`config.mk`:
```
export PLATFORM = sky130hd
export DESIGN_NAME = kernel_reader
export DESIGN_NICKNAME = d
export VERILOG_FILES = /design/src/rtl/kernel_reader.sv
export SDC_FILE = /design/constraint.sdc
export NUM_CORES = 1
export LEC_CHECK = 0
export ABC_AREA = 1
export BUFFER_PORTS_ARGS = -buffer_cell sky130_fd_sc_hd__clkbuf_2
export CAP_MARGIN = 20
export CORE_ASPECT_RATIO = 0.8
export CORE_UTILIZATION = 52
export CTS_CLUSTER_SIZE = 16
export DETAILED_ROUTE_END_ITERATION = 10
export GPL_TIMING_DRIVEN = 1
export HOLD_SLACK_MARGIN = 0.06
export PLACE_DENSITY = 0.86
export SLEW_MARGIN = 20
export SYNTH_ARGS = -nofsm -noshare
export SYNTH_HDL_FRONTEND = slang
export SYNTH_SLANG_ARGS = --single-unit
```
`constraint.sdc`:
```
create_clock -name clk -period 3.5 [get_ports clk]
set_input_delay 0.175 -clock clk [delete_from_list [all_inputs] [get_ports clk]]
set_output_delay 0.175 -clock clk [all_outputs]
set_load 0.02 [all_outputs]
```
`src/rtl/kernel_reader.sv`:
```
// Read side of the three-bank row-interleaved pixel buffer: walks one frame in raster order
// and emits one edge-clamped 3x3 RGB kernel per pixel.
module kernel_reader #(
    parameter int unsigned X          = 320,
    parameter int unsigned THIRD_OF_Y = 80
) (
    input  logic             clk,
    input  logic             reset,
    input  logic             start,
    input  logic [1:0]       frame_sel,
    output logic [16:0]      reada,
    output logic [16:0]      readb,
    output logic [16:0]      readc,
    input  logic [23:0]      dataa,
    input  logic [23:0]      datab,
    input  logic [23:0]      datac,
    output logic [8:0][23:0] kernel_out,
    output logic             kernel_valid,
    output logic [8:0]       center_x,
    output logic [7:0]       center_y,
    output logic             busy,
    output logic             done
);

    localparam int unsigned Y           = 3 * THIRD_OF_Y;
    localparam logic [16:0] XW          = 17'(X);
    localparam logic [16:0] FRAME_WORDS = 17'(X * THIRD_OF_Y);
    localparam logic [8:0]  X_LAST      = 9'(X - 1);
    localparam logic [7:0]  Y_LAST      = 8'(Y - 1);

    typedef enum logic [1:0] {StIdle, StRow, StGap, StDrain} state_t;

    state_t      state_q, state_d;
    logic [8:0]  x_q, x_d;
    logic [7:0]  y_q, y_d;
    logic [1:0]  m_q, m_d;               // y % 3
    logic [16:0] line_off_q, line_off_d; // (y / 3) * X
    logic [1:0]  frame_q, frame_d;
    logic        done_q, done_d;
    logic [16:0] reada_q, readb_q, readc_q;
    logic [16:0] addr_a, addr_b, addr_c;

    always_comb begin
        state_d    = state_q;
        x_d        = x_q;
        y_d        = y_q;
        m_d        = m_q;
        line_off_d = line_off_q;
        frame_d    = frame_q;
        done_d     = 1'b0;
        unique case (state_q)
            StIdle: begin
                if (start) begin
                    state_d    = StRow;
                    x_d        = '0;
                    y_d        = '0;
                    m_d        = '0;
                    line_off_d = '0;
                    frame_d    = (frame_sel == 2'd3) ? 2'd0 : frame_sel;
                end
            end
            StRow: begin
                if (x_q == X_LAST) state_d = StGap;
                else               x_d = x_q + 9'd1;
            end
            StGap: begin
                x_d = '0;
                if (y_q == Y_LAST) begin
                    state_d = StDrain;
                end else begin
                    state_d = StRow;
                    y_d     = y_q + 8'd1;
                    if (m_q == 2'd2) begin
                        m_d        = 2'd0;
                        line_off_d = line_off_q + XW;
                    end else begin
                        m_d = m_q + 2'd1;
                    end
                end
            end
            StDrain: begin
                // Two cycles cover the read latency and the right-edge kernel.
                if (x_q == 9'd1) begin
                    state_d = StIdle;
                    done_d  = 1'b1;
                end else begin
                    x_d = x_q + 9'd1;
                end
            end
            default: state_d = StIdle;
        endcase
    end

    // Out-of-frame neighbour rows keep the centre chunk so addresses never leave the frame.
    logic [16:0] fbase, off_top, off_bot, off_a, off_b, off_c, col;

    always_comb begin
        unique case (frame_d)
            2'd1:    fbase = FRAME_WORDS;
            2'd2:    fbase = FRAME_WORDS << 1;
            default: fbase = '0;
        endcase
        off_top = (m_d == 2'd0 && y_d != 8'd0) ? line_off_d - XW : line_off_d;
        off_bot = (m_d == 2'd2 && y_d != Y_LAST) ? line_off_d + XW : line_off_d;
        unique case (m_d)
            2'd0: begin off_a = line_off_d; off_b = off_bot;    off_c = off_top;    end
            2'd1: begin off_a = off_top;    off_b = line_off_d; off_c = off_bot;    end
            default: begin off_a = off_bot; off_b = off_top;    off_c = line_off_d; end
        endcase
        col    = {8'b0, x_d};
        addr_a = fbase + off_a + col;
        addr_b = fbase + off_b + col;
        addr_c = fbase + off_c + col;
    end

    always_ff @(posedge clk or negedge reset) begin
        if (!reset) begin
            state_q    <= StIdle;
            x_q        <= '0;
            y_q        <= '0;
            m_q        <= '0;
            line_off_q <= '0;
            frame_q    <= '0;
            done_q     <= 1'b0;
            reada_q    <= '0;
            readb_q    <= '0;
            readc_q    <= '0;
        end else begin
            state_q    <= state_d;
            x_q        <= x_d;
            y_q        <= y_d;
            m_q        <= m_d;
            line_off_q <= line_off_d;
            frame_q    <= frame_d;
            done_q     <= done_d;
            if (state_d == StRow) begin
                reada_q <= addr_a;
                readb_q <= addr_b;
                readc_q <= addr_c;
            end
        end
    end

    // Returned-data stage: tags for the column whose data is on the bus this cycle.
    logic        dv_q, tail_q;
    logic [8:0]  dx_q;
    logic [7:0]  dy_q, row_y_q;
    logic [1:0]  dm_q;
    logic [2:0][23:0] new_col, col_l_q, col_c_q; // [0]=top [1]=mid [2]=bot
    logic [23:0] d_mid, d_up, d_dn;

    always_comb begin
        unique case (dm_q)
            2'd0: begin d_mid = dataa; d_up = datac; d_dn = datab; end
            2'd1: begin d_mid = datab; d_up = dataa; d_dn = datac; end
            default: begin d_mid = datac; d_up = datab; d_dn = dataa; end
        endcase
        new_col[1] = d_mid;
        new_col[0] = (dy_q == 8'd0) ? d_mid : d_up;
        new_col[2] = (dy_q == Y_LAST) ? d_mid : d_dn;
    end

    logic [2:0][23:0] win_l, win_c, win_r;
    logic [8:0][23:0] kern;
    logic             kv;
    logic [8:0]       kx;
    logic [7:0]       ky;

    always_comb begin
        win_l = col_l_q;
        win_c = col_c_q;
        win_r = new_col;
        kv    = 1'b0;
        kx    = dx_q - 9'd1;
        ky    = dy_q;
        if (dv_q && dx_q != 9'd0) begin
            kv = 1'b1;
            if (dx_q == 9'd1) win_l = col_c_q;
        end else if (tail_q) begin
            kv    = 1'b1;
            win_r = col_c_q;
            kx    = X_LAST;
            ky    = row_y_q;
        end
        for (int r = 0; r < 3; r++) begin
            kern[3*r]     = win_l[r];
            kern[3*r + 1] = win_c[r];
            kern[3*r + 2] = win_r[r];
        end
    end

    logic [8:0][23:0] kernel_q;
    logic             kvalid_q;
    logic [8:0]       kx_q;
    logic [7:0]       ky_q;

    always_ff @(posedge clk or negedge reset) begin
        if (!reset) begin
            dv_q     <= 1'b0;
            tail_q   <= 1'b0;
            dx_q     <= '0;
            dy_q     <= '0;
            dm_q     <= '0;
            row_y_q  <= '0;
            col_l_q  <= '0;
            col_c_q  <= '0;
            kernel_q <= '0;
            kvalid_q <= 1'b0;
            kx_q     <= '0;
            ky_q     <= '0;
        end else begin
            dv_q   <= (state_q == StRow);
            dx_q   <= x_q;
            dy_q   <= y_q;
            dm_q   <= m_q;
            tail_q <= dv_q && (dx_q == X_LAST);
            if (dv_q) begin
                col_l_q <= col_c_q;
                col_c_q <= new_col;
                row_y_q <= dy_q;
            end
            kvalid_q <= kv;
            if (kv) begin
                kernel_q <= kern;
                kx_q     <= kx;
                ky_q     <= ky;
            end
        end
    end

    assign reada        = reada_q;
    assign readb        = readb_q;
    assign readc        = readc_q;
    assign kernel_out   = kernel_q;
    assign kernel_valid = kvalid_q;
    assign center_x     = kx_q;
    assign center_y     = ky_q;
    assign busy         = (state_q != StIdle);
    assign done         = done_q;

endmodule

```
==> results.ini <==
[worst_hold_path]
hold_path_class = in2reg
min_path_cells = 5
min_from = datac[7]
min_to = col_c_q[7]

[place]
numPortBuffers = 363
place_congestion = 0.970
post-dp-hpwl_um = 50900

[logic_synthesis]
syn_nets = 2860
synth.cell_area_mm2 = 0.0232
ys_top_cells_by_area = dfrtp_1 (53%), nand2_1 (13%), o21ai_0 (6.3%), o211ai_1 (3.9%), inv_1 (3.9%)
async_flop_share_pct = 100
yosysMostFrequentCell = nand2_1
seq_area_frac_synth_pct = 52.5
synth_edf_count = 0
yosysWarnings = 0
synthTopCellsByCount = nand2_1 (776), dfrtp_1 (487), o21ai_0 (291)
synthCells = 2741
yosysTopAreaCell = dfrtp_1
avgSynthCellArea_um2 = 8.46
ys.flop_type = dfrtp_1
ys_ff_latch = 487
synth_cell_types = 50
yosysTopAreaCellShare_pct = 52.5

[layout]
nets = 3326
fin_util_pct = 66.6
multi_input_area_mm2 = 0.00979
nFillCells = 3371
area_delta_synth_final_pct = 25.1
ff_latch_area_mm2 = 0.0122
drive_gt1_share_pct = 24.2

[route]
drc = 0
first_iter_violations = 2451
vias_per_cell = 5.77
drt_first_pass_iters = 10
ant_nets = 0
dr_total_vias = 22200
drt-total-wl_um = 75200
wire_per_inst_um = 19.5

[power_and_ir_drop]
p_clk_share_pct = 44.0
worst_ir_drop_vdd_uv = 341
p_sw_share_pct = 24.5
intPower_mw = 9.26
pwr-share-seq_pct = 48.7
p_comb_share_pct = 7.3
p_leak_nw = 14.1
p_switching_mw = 3.00
p_per_area_mw_per_mm2 = 423

[clocking]
clkSinkCount = 487
numCtsBuffers = 47
clock_latency_ns = 0.60
ctsLongestPathBuffers = 3
clock-root-buffer = clkbuf_16
clk_pin_slew_ns = 0.07
h-tree-depth = 2
cts_tree = yes

[setup_path]
critPathLaunchType = flip-flop
crit_buf_inv = 3
crit_arrival_ns = 4.10
rrSetupSlack_ns = -0.13
cp-end-kind = flip-flop
crit_fanout = 7
r2r_start = y_q[4]
required_ns = 3.98
slowest_delay_ns = 0.40
cpLargestDelayFamily = simple AND/OR/NAND/NOR gates
rr_worst_depth = 24
critPathKind = reg2reg
path_cells = inv_2 > nand2_2 > nor2_4 > nand2_8 > nand2_4 > nand3_2 > a21oi_2 > nand2_2 > nor2_4 > nor2_4 > buf_4 > nand2_1 > o21ai_1 > ha_1 > buf_4 > a21oi_1 > o21ai_2 > a21o_1 > nand3_2 > nand2_2 > nand3_2 > nand3b_1 > nand3_1 > nand2_1
r2r-end = reada[14]
critPathSlowestCell = dfrtp_1

[timing]
min_period_ns = 3.63
finalCritPeriodShare_pct = 104
drv_slew = 0
skew_ns = 0.0222
fin_tns_setup_ns = -0.351
setup-violations-final = 7
timing.final.ws_setup_ns = -0.125
slew_headroom_pct = 31.5
fmax_mhz = 276
rsz0062_at_grt = true
tightest_slew_ns = 1.03
hold_viol_final = 0

[run]
cap_violations = 0

[floorplan]
dieArea_mm2 = 0.0455
die_y_um = 191
start_util_pct = 53.2
rows = 68
io_pins = 364
core_area_mm2 = 0.0436
die_x_um = 238

[grt]
grt_pass1_vias = 21000
overflow = 0
grt_use_total_pct = 32.7
grt_pass1_wl_um = 116000
grt_start_max_net_pins = 198
antenna_found_initial = 11

[run_status]
violations = negative setup slack
status = complete, but fails checks

## tightest hold or removal path, cell delays in order
cell	delay, ns
clkbuf_2	0.10
a21oi_1	0.11
o21ai_0	0.10
nand2_1	0.06
o21ai_0	0.08
## cell type report
class | count | area share, %
clock inverters | 19 | 0.971
multi-input cells | 1837 | 33.8
clock buffers | 64 | 4.66
repair buffers | 582 | 12.6
inverters | 252 | 3.28
flip-flops and latches | 487 | 42.1
well taps | 595 | 2.57
diodes | 10 | 0.0863
## timing repair
item	in CTS	in global routing
endpoints found under the hold margin	90	0
pin swaps	19	59
buffers inserted	13	22
hold buffers	19	0
resized for setup	30	81
cloned	0	1
setup endpoints to repair	20	29
## power by group through the flow
stage | sequential (mW) | clock, mW | combinational (mW)
2_1_floorplan | 6.20 | 0 | 0.254
3_3_place_gp | 6.06 | 0 | 0.842
3_5_place_dp | 6.07 | 0 | 0.860
4_1_cts | 5.97 | 5.45 | 0.887
5_1_grt | 5.99 | 5.67 | 0.974
6_report | 5.97 | 5.40 | 0.892
## state kept, by name (all words and copies together), names as in the netlist, 9 cells and up
register	cells
readc	11
kernel_out	216
center_x	9
col_l_q	72
line_off_q	17
readb	11
x_q	9
dx_q	9
col_c_q	72
reada	17
## cell usage in the layout, fill, tap and decap left out, types with 7 or more instances in the layout
cell type      Yosys  final
nand3_1          167    156
diode_2            0     10
dlygate4sd3_1      0     19
clkbuf_8           0     11
ha_1              41     34
nand4_1           22     22
o211ai_1         122    122
nand3_2            4     14
nor2_1           115     99
buf_4             15    187
inv_2              9     14
buf_12             0     11
nand2_4            2      7
nor3_1            12      9
o21ai_2            2      9
xnor2_1            9      9
nand2_1          776    751
a21oi_1           81     74
clkinv_2           0      8
o21ai_1            7     10
nor2_2             5     15
o21ai_0          291    281
nand2_2            9     29
xor2_1            29     28
clkbuf_2           0    362
clkbuf_16          0     47
dfrtp_1          487    482
a221oi_1          16     16
a21oi_2            0      7
nor2_4             4     10
a31oi_1           10      8
inv_1            238    231
o22ai_1           26     24
o221ai_1          45     45
## worst max-delay path by stage
stage / from / end / slack [ns] / cells after the start
2_1_floorplan: x_q[0] / readb[15] / -0.02 / 28
3_3_place_gp: x_q[1] / readb[15] / -0.19 / 26
3_5_place_dp: x_q[1] / readb[15] / -0.23 / 26
4_1_cts: x_q[1] / readb[14] / 0.002 / 24
5_1_grt: y_q[4] / readc[11] / -0.35 / 24
6_report: y_q[4] / reada[14] / -0.13 / 24
## metal layers
| layer | share of wire [%] | up-vias | track usage, % |
|---|---|---|---|
| met4 | 4.9 | 4 | 15.7 |
| met3 | 10 | 241 | 8.84 |
| met5 | 0.040 | - | 0 |
| met1 | 40 | 10700 | 43.8 |
| met2 | 44 | 1177 | 49.4 |
| li1 | - | 10100 | - |
## per-stage QoR
step	setup WS [ns]	cells	total power, mW	hold slack, ns	instance area (um^2)
floorplan	-0.0160	2741	6.45	-0.121	23200
global placement	-0.193	3698	6.91	0.229	26500
detailed placement	-0.233	3698	6.93	0.232	26500
CTS	0.00179	3813	12.3	0.0601	28500
global route	-0.352	3841	12.6	0.121	29000
finish	-0.125	3846	12.3	0.0920	29000
## logic make-up (layout without fill, tap and decap cells)
logic type,Yosys count,after routing,share of synthesized area (%)
xor gates and xnor gates,38,38,1.44
AOI/OAI and AO/OA,622,622,16.3
DFF,487,487,52.5
and+or+nand+nor,1134,1135,20.3
other,0,10,0
adders and majority gates,42,42,2.30
buffers and inverters,418,917,7.14
(Power assumes the default switching activity.)
